File: src/rtl/batch_lane_sched.sv
// Sample ring buffer and backward-pass scheduler for the batch estimator.
// Incoming samples fill a 4-segment ring RAM. Each completed segment after the
// first launches a backward read pass on one of two alternating lanes. A pass
// reads the new segment (lookahead) followed by the previous segment (result span).
module batch_lane_sched #(
    parameter int DEPTH  = 192,
    parameter int N      = 3,
    parameter int ADDR_W = $clog2(4*DEPTH)
) (
    input  logic              clk,
    input  logic              rst,
    input  logic [N-1:0]      in,
    input  logic              in_valid,
    output logic              wr_en,
    output logic [ADDR_W-1:0] wr_addr,
    output logic [N-1:0]      wr_data,
    output logic              rdA_en,
    output logic [ADDR_W-1:0] rdA_addr,
    output logic              resA_en,
    output logic              firstA,
    output logic              lastA,
    output logic              rdB_en,
    output logic [ADDR_W-1:0] rdB_addr,
    output logic              resB_en,
    output logic              firstB,
    output logic              lastB,
    output logic              overrun
);

    localparam int OFF_W = $clog2(DEPTH);
    localparam int CNT_W = $clog2(2*DEPTH);

    localparam logic [OFF_W-1:0]  OFF_LAST   = OFF_W'(DEPTH-1);
    localparam logic [CNT_W-1:0]  CNT_LAST   = CNT_W'(2*DEPTH-1);
    localparam logic [CNT_W-1:0]  CNT_PENULT = CNT_W'(2*DEPTH-2);
    localparam logic [CNT_W-1:0]  CNT_RES    = CNT_W'(DEPTH-1);
    localparam logic [ADDR_W-1:0] ADDR_LAST  = ADDR_W'(4*DEPTH-1);

    typedef enum logic {IDLE, RUN} lane_state_t;

    logic [OFF_W-1:0] off;
    logic [1:0]       seg;
    logic             primed;
    logic             next_b;
    logic             pend_a, pend_b;
    logic [1:0]       base_a, base_b;
    lane_state_t      st_a, st_b;
    logic [CNT_W-1:0] cnt_a, cnt_b;

    logic launch;
    logic busy_a, busy_b;

    // Highest address of segment k, where a backward pass begins.
    function automatic logic [ADDR_W-1:0] seg_top(input logic [1:0] k);
        return ADDR_W'(int'(k) * DEPTH + DEPTH - 1);
    endfunction

    // A lane is busy unless it will have issued its final read by the time a
    // freshly launched pass would issue its first one (two cycles later).
    always_comb begin
        launch = in_valid && (off == OFF_LAST);
        busy_a = pend_a || ((st_a == RUN) && (cnt_a != CNT_PENULT) && (cnt_a != CNT_LAST));
        busy_b = pend_b || ((st_b == RUN) && (cnt_b != CNT_PENULT) && (cnt_b != CNT_LAST));
    end

    // Write path, segment bookkeeping and lane launch with a one-cycle pending stage.
    always_ff @(posedge clk) begin
        if (rst) begin
            wr_en   <= 1'b0;
            wr_addr <= '0;
            wr_data <= '0;
            off     <= '0;
            seg     <= '0;
            primed  <= 1'b0;
            next_b  <= 1'b0;
            pend_a  <= 1'b0;
            pend_b  <= 1'b0;
            base_a  <= '0;
            base_b  <= '0;
            overrun <= 1'b0;
        end else begin
            wr_en  <= in_valid;
            pend_a <= 1'b0;
            pend_b <= 1'b0;
            if (in_valid) begin
                wr_addr <= ADDR_W'(int'(seg) * DEPTH + int'(off));
                wr_data <= in;
                if (off == OFF_LAST) begin
                    off <= '0;
                    seg <= seg + 2'd1;
                end else begin
                    off <= off + 1'b1;
                end
            end
            if (launch) begin
                if (!primed) begin
                    primed <= 1'b1;
                end else begin
                    next_b <= !next_b;
                    if (next_b) begin
                        if (busy_b) begin
                            overrun <= 1'b1;
                        end else begin
                            pend_b <= 1'b1;
                            base_b <= seg;
                        end
                    end else begin
                        if (busy_a) begin
                            overrun <= 1'b1;
                        end else begin
                            pend_a <= 1'b1;
                            base_a <= seg;
                        end
                    end
                end
            end
        end
    end

    // Lane A pass FSM: 2*DEPTH descending reads, result span in the second half.
    always_ff @(posedge clk) begin
        if (rst) begin
            st_a     <= IDLE;
            cnt_a    <= '0;
            rdA_en   <= 1'b0;
            rdA_addr <= '0;
            resA_en  <= 1'b0;
            firstA   <= 1'b0;
            lastA    <= 1'b0;
        end else if (pend_a) begin
            st_a     <= RUN;
            cnt_a    <= '0;
            rdA_en   <= 1'b1;
            rdA_addr <= seg_top(base_a);
            resA_en  <= 1'b0;
            firstA   <= 1'b1;
            lastA    <= 1'b0;
        end else if (st_a == RUN) begin
            firstA <= 1'b0;
            if (cnt_a == CNT_LAST) begin
                st_a    <= IDLE;
                rdA_en  <= 1'b0;
                resA_en <= 1'b0;
                lastA   <= 1'b0;
            end else begin
                cnt_a    <= cnt_a + 1'b1;
                rdA_addr <= (rdA_addr == '0) ? ADDR_LAST : rdA_addr - 1'b1;
                resA_en  <= (cnt_a >= CNT_RES);
                lastA    <= (cnt_a == CNT_PENULT);
            end
        end
    end

    // Lane B pass FSM, identical to lane A and fully independent of it.
    always_ff @(posedge clk) begin
        if (rst) begin
            st_b     <= IDLE;
            cnt_b    <= '0;
            rdB_en   <= 1'b0;
            rdB_addr <= '0;
            resB_en  <= 1'b0;
            firstB   <= 1'b0;
            lastB    <= 1'b0;
        end else if (pend_b) begin
            st_b     <= RUN;
            cnt_b    <= '0;
            rdB_en   <= 1'b1;
            rdB_addr <= seg_top(base_b);
            resB_en  <= 1'b0;
            firstB   <= 1'b1;
            lastB    <= 1'b0;
        end else if (st_b == RUN) begin
            firstB <= 1'b0;
            if (cnt_b == CNT_LAST) begin
                st_b    <= IDLE;
                rdB_en  <= 1'b0;
                resB_en <= 1'b0;
                lastB   <= 1'b0;
            end else begin
                cnt_b    <= cnt_b + 1'b1;
                rdB_addr <= (rdB_addr == '0) ? ADDR_LAST : rdB_addr - 1'b1;
                resB_en  <= (cnt_b >= CNT_RES);
                lastB    <= (cnt_b == CNT_PENULT);
            end
        end
    end

    // With at most one sample per cycle a launch can never find its lane busy.
    overrun_never : assert property (@(posedge clk) disable iff (rst)
        !(launch && primed && (next_b ? busy_b : busy_a)));

endmodule

File: config.mk
export PLATFORM = sky130hd
export DESIGN_NAME = batch_lane_sched
export DESIGN_NICKNAME = d
export VERILOG_FILES = /design/src/rtl/batch_lane_sched.sv
export SDC_FILE = /design/constraint.sdc
export NUM_CORES = 1
export LEC_CHECK = 0
export CAP_MARGIN = 20
export CORE_ASPECT_RATIO = 2
export CORE_UTILIZATION = 45
export CTS_BUF_LIST = sky130_fd_sc_hd__clkbuf_16
export CTS_CLUSTER_SIZE = 30
export DETAILED_ROUTE_END_ITERATION = 16
export MAX_ROUTING_LAYER = met4
export PLACE_DENSITY = 0.67
export SETUP_SLACK_MARGIN = 0.4
export SLEW_MARGIN = 10
export SYNTH_ARGS = -nofsm -noshare
export SYNTH_HDL_FRONTEND = slang
export SYNTH_SLANG_ARGS = --single-unit
File: constraint.sdc
create_clock -name clk -period 5.33 [get_ports clk]
set_input_delay 0.533 -clock clk [delete_from_list [all_inputs] [get_ports clk]]
set_output_delay 0.533 -clock clk [all_outputs]
set_load 0.1 [all_outputs]
After elaboration in Yosys (flattened, before gate mapping). Cells that the tools add are included.

Word-level logic and storage cells: 125. Bits of input ports: 6. Register bits after elaboration: 81.

Magnitude comparators: 2. Mux-type cells: 34. Bitwise gates (word level): 7. Multiply operators: 3. Equality and inequality tests: 12. Reduce and logical (&&, ||, !) cells: 30. Add/subtract/negate cells: 11.

Operators with widths (number): $mux 10 (8); $sub 10x1->10 const B (4); $eq 9x9->1 const B (4); $ne 9x9->1 const B (4); $mux 1 (25); $add 10x8->10 const B (2); $logic_not 10->1 (2); $add 9x1->9 const B (2); $ge 9x8->1 const B (2); $reduce_and 2->1 (8); $mul 2x2->4 const B (3); $reduce_and 4->1 (3); $add 10x8->10 (1); $reduce_bool 2->1 (5); $add 8x1->8 const B (1); $eq 8x8->1 const B (1); $mux 8 (1); $reduce_or 4->1 (2); $not 1->1 (7); $logic_and 1x1->1 (5); $ne 2x2->1 const B (2); $reduce_or 2->1 (2); $add 2x1->2 const B (1); $logic_or 1x1->1 (2); 2 further kinds (2).

Longest topological paths before layout.
Word-level depth: 6. Depth in mapped cells: 8.

Worst setup path before layout. No wires, ideal clock.

Path kind: reg-to-reg. From: reg rdB_addr[0]. To: reg rdB_addr[3]. Library setup time: 122 ps. Data arrival time: 2310 ps. Slack: 2898 ps. Stages on the path, launching flop included: 8. Required time: 5208 ps. Path through: dfxtp_1 inv_1 ha_1 nor2b_1 a31oi_1 and2_1 a31oi_1 o311a_1.

Word-level cells in the longest chain between the ends: 5.

RTL lines: start: declaration (line 23) `output logic [ADDR_W-1:0] rdB_addr,`; start signal: assignment (line 168) `rdB_addr <= seg_top(base_b);`; start signal: assignment (line 181) `rdB_addr <= (rdB_addr == '0) ? ADDR_LAST : rdB_addr - 1'b1;`; $sub 10x1->10 / $logic_not 10->1 (equally long branches) (line 181); $mux 10 (*) (line 181); $mux 10 (*) (line 174) `if (cnt_b == CNT_LAST) begin`; $mux 10 (*) (line 172) `end else if (st_b == RUN) begin`; $mux 10 (*) (line 164) `end else if (pend_b) begin`.

Every way passes the cells marked *; elsewhere a longest branch is shown, timed or not. The select of a mux whose other input is x is not followed. A chain may end at the register's enable or synchronous reset.

Worst setup path after layout.
From: in in_valid. To: reg base_b[0].

Word-level cells in the longest chain between the ends: 2.

RTL lines: start: declaration (line 13) `input logic in_valid,`; $logic_and 1x1->1 (line 61) `launch = in_valid && (off == OFF_LAST);`; $reduce_and 4->1 (no source line); end signal: assignment (line 105) `base_b <= seg;`; end: declaration (line 46) `logic [1:0] base_a, base_b;`.

No other way between the ends.

==> flow_summary.yaml <==
sta:
  holdWs_ns: 0.4512
  fin_tns_setup_ns: 0
  finalCritPeriodShare_pct: 57.89
  fmax_mhz: 324.1
  report.final.slew_viol_count: 0
  final.setup_skew_ns: 0.006924
  rsz0062_at_grt: "false"
  final.min_clock_period_ns: 3.085
  hold_violations: 0
  finalSetupViolations: 0
  timing.slew.headroom_pct: 33.35
  tightestPinTransition_ns: 0.9966
floorplan:
  die-width_um: 66.95
  chipHeight_um: 131.9
  dieArea_sq_mm: 0.008829
  initial_core_util_pct: 46.11
  ios: 49
  rows: 47
  core_sq_mm: 0.008233
place:
  io_buffers: 48
  gp_congestion: 0.8596
  dp_hpwl_um: 5687
cells_and_area:
  final_common_cell: "dfxtp_1"
  nFillCells: 785
  area_delta_synth_final_pct: 22.61
  final_cell_mix: "81 x dfxtp_1, 72 x nor2_1, 47 x clkdlybuf4s50_1, 24 x a21oi_1, 22 x inv_1"
  nNetsFinal: 492
  n_antenna_cell: 0
  final_layout_size_suffix_gt1_share_pct: 6.131
synthesis:
  synth_top_area_share_pct: 42.72
  synth_area_leader_cell: "dfxtp_1"
  yosysWarnings: 0
  synth_seq_cells: 81
  synth_cells: 426
  avgSynthCellArea_sq_um: 8.911
  async_reset_ff_share_pct: 0
  synth_fp_nets: 450
  ys_seq_area_share_pct: 42.72
  yosysUniqueCellTypes: 55
  synth_edf_count: 0
  synth.area.top_cells: "dfxtp_1 43%, nor2_1 7.1%, ha_1 5.6%"
  ys.flop_type: "dfxtp_1"
  netlist_area_sq_mm: 0.003796
clocking:
  cts_tree: "built"
  cts_made_buffers: 9
  path_clk_slew_ns: 0.06
  numClockSinks: 81
  clk_path_buf_depth: 2
  root_buffer: "clkbuf_16"
  cts_max_level: 3
  cts_resized: 0
  clock_latency_ns: 0.34
  post_cts_buffers: 0
  ctsHoldBuffers: 0
detailed_routing:
  dr.pass1.iters: 4
  viasPerCell: 5.461
  vias: 3118
  avgRoutedWirePerCell_um: 14.10
  drt_iter0_drc: 159
  drcViolationCount: 0
  drt.antenna.violating_nets: 0
  totalWireLength_um: 8049
power_and_ir_drop:
  p_leak_nw: 1.814
  ir_worst_vdd_v: 0.0001634
  powerDensity_mw_per_mm2: 293.8
critical_path:
  arrival_ns: 3.29
  cp.required_ns: 5.53
  startpoint_type: "input pin"
  worst-setup-path-type: "input pin to register"
  reg2reg_depth: 6
  crit_path_end_kind: "register"
  path_max_fanout: 22
outcome:
  status: "completed"
global_route:
  grt_max_degree: 57
  grt_remaining_overflow: 0
  grt_pass1_vias: 3099
  antenna_found_initial: 0
  grt_pass1_wl_um: 13610
  grt_use_total_pct: 20.53
hold_path:
  worstHoldPathType: "register to register"
  holdPathStages: 2
flow_run:
  cap_violations: 0
-- critical path, cell delays in order --
cell and delay (ns):
clkdlybuf4s50_1 1.13, nand3_1 0.22, nor4b_2 0.80, nand4_1 0.31, mux2i_1 0.23, nor2_1 0.06
-- synth_stat cells (2+ instances only) --
master,instances
nor2b_1,4
nand2_1,21
a31oi_1,2
o31ai_1,3
or2_2,2
and4_1,3
o21ai_0,8
clkbuf_1,9
and2_1,2
a211oi_1,10
nor3_1,17
nor4_1,2
mux2i_1,16
a221oi_1,2
buf_2,2
and3_1,5
dfxtp_1,81
nor3b_1,4
nand4_1,10
nand3_1,17
nor2_1,72
buf_1,4
xor2_1,16
o211ai_1,3
inv_1,21
xnor2_1,12
o21a_1,4
a311oi_1,6
a21oi_1,24
o311a_1,2
buf_6,2
ha_1,17
-- power breakdown --
| group | leakage, nW | switching [mW] | total, mW | internal, mW |
|---|---|---|---|---|
| clock network | 0.164 | 0.242 | 0.695 | 0.453 |
| registers | 0.654 | 0.00367 | 0.614 | 0.610 |
| logic | 0.996 | 0.0422 | 0.0578 | 0.0156 |
-- final cells by class --
cell class                 count  area (sq um)  share of cell area (%)
inverter                      21         78.83                   1.694
tap                           98         122.6                   2.634
clock inverter                 7         110.1                   2.366
sequential                    81          1622                   34.84
multi-input combinational    306          2013                   43.25
timing repair buffer          49         483.0                   10.38
clock buffer                   9         225.2                   4.839
-- layer usage --
metal / wire [um] / up-vias / GRT usage, %
li1: - / 1584 / -
met1: 3244 / 1482 / 20.24
met2: 4449 / 39 / 36.48
met3: 200 / 13 / 5.363
met4: 154 / 0 / 8.274
met5: 0 / - / -
-- sequential cells by signal, indices dropped and copies added, names as in the netlist, 2 cells and up --
name	cells
base_a	2
base_b	2
cnt_a	9
cnt_b	9
off	8
rdA_addr	10
rdB_addr	10
seg	2
wr_addr	10
wr_data	3
-- cells by family after synthesis --
group	count (synthesis)	synth area share [%]
AND/OR/NAND/NOR	171	22.84
flip-flops	81	42.72
AO/OA/AOI/OAI	73	13.22
buffers and inverters	39	4.417
XOR/XNOR	28	6.460
adder cells (fa/ha/maj)	18	6.130
multiplexers	16	4.219
-- final timing paths --
| path | startpoint | end | slack (ns) |
|---|---|---|---|
| max | in_valid | base_b[0] | 2.24 |
| min | lastB | lastB | 0.45 |
| max reg2reg | off[0] | base_b[0] | 3.04 |
| min reg2reg | lastB | lastB | 0.45 |
-- stage by stage --
step	utilization, %	setup WS, ns	area, sq um	power, mW	cells
floorplan	-	2.898	3796	0.6704	426
CTS	56.54	2.249	4654	1.385	571
detailed placement	52.46	1.891	4319	0.6853	555
finish	56.54	2.245	4654	1.367	571
global route	56.54	1.998	4654	1.413	571
global placement	52.46	1.945	4319	0.6845	555
Power figures use the tool's default switching activity.
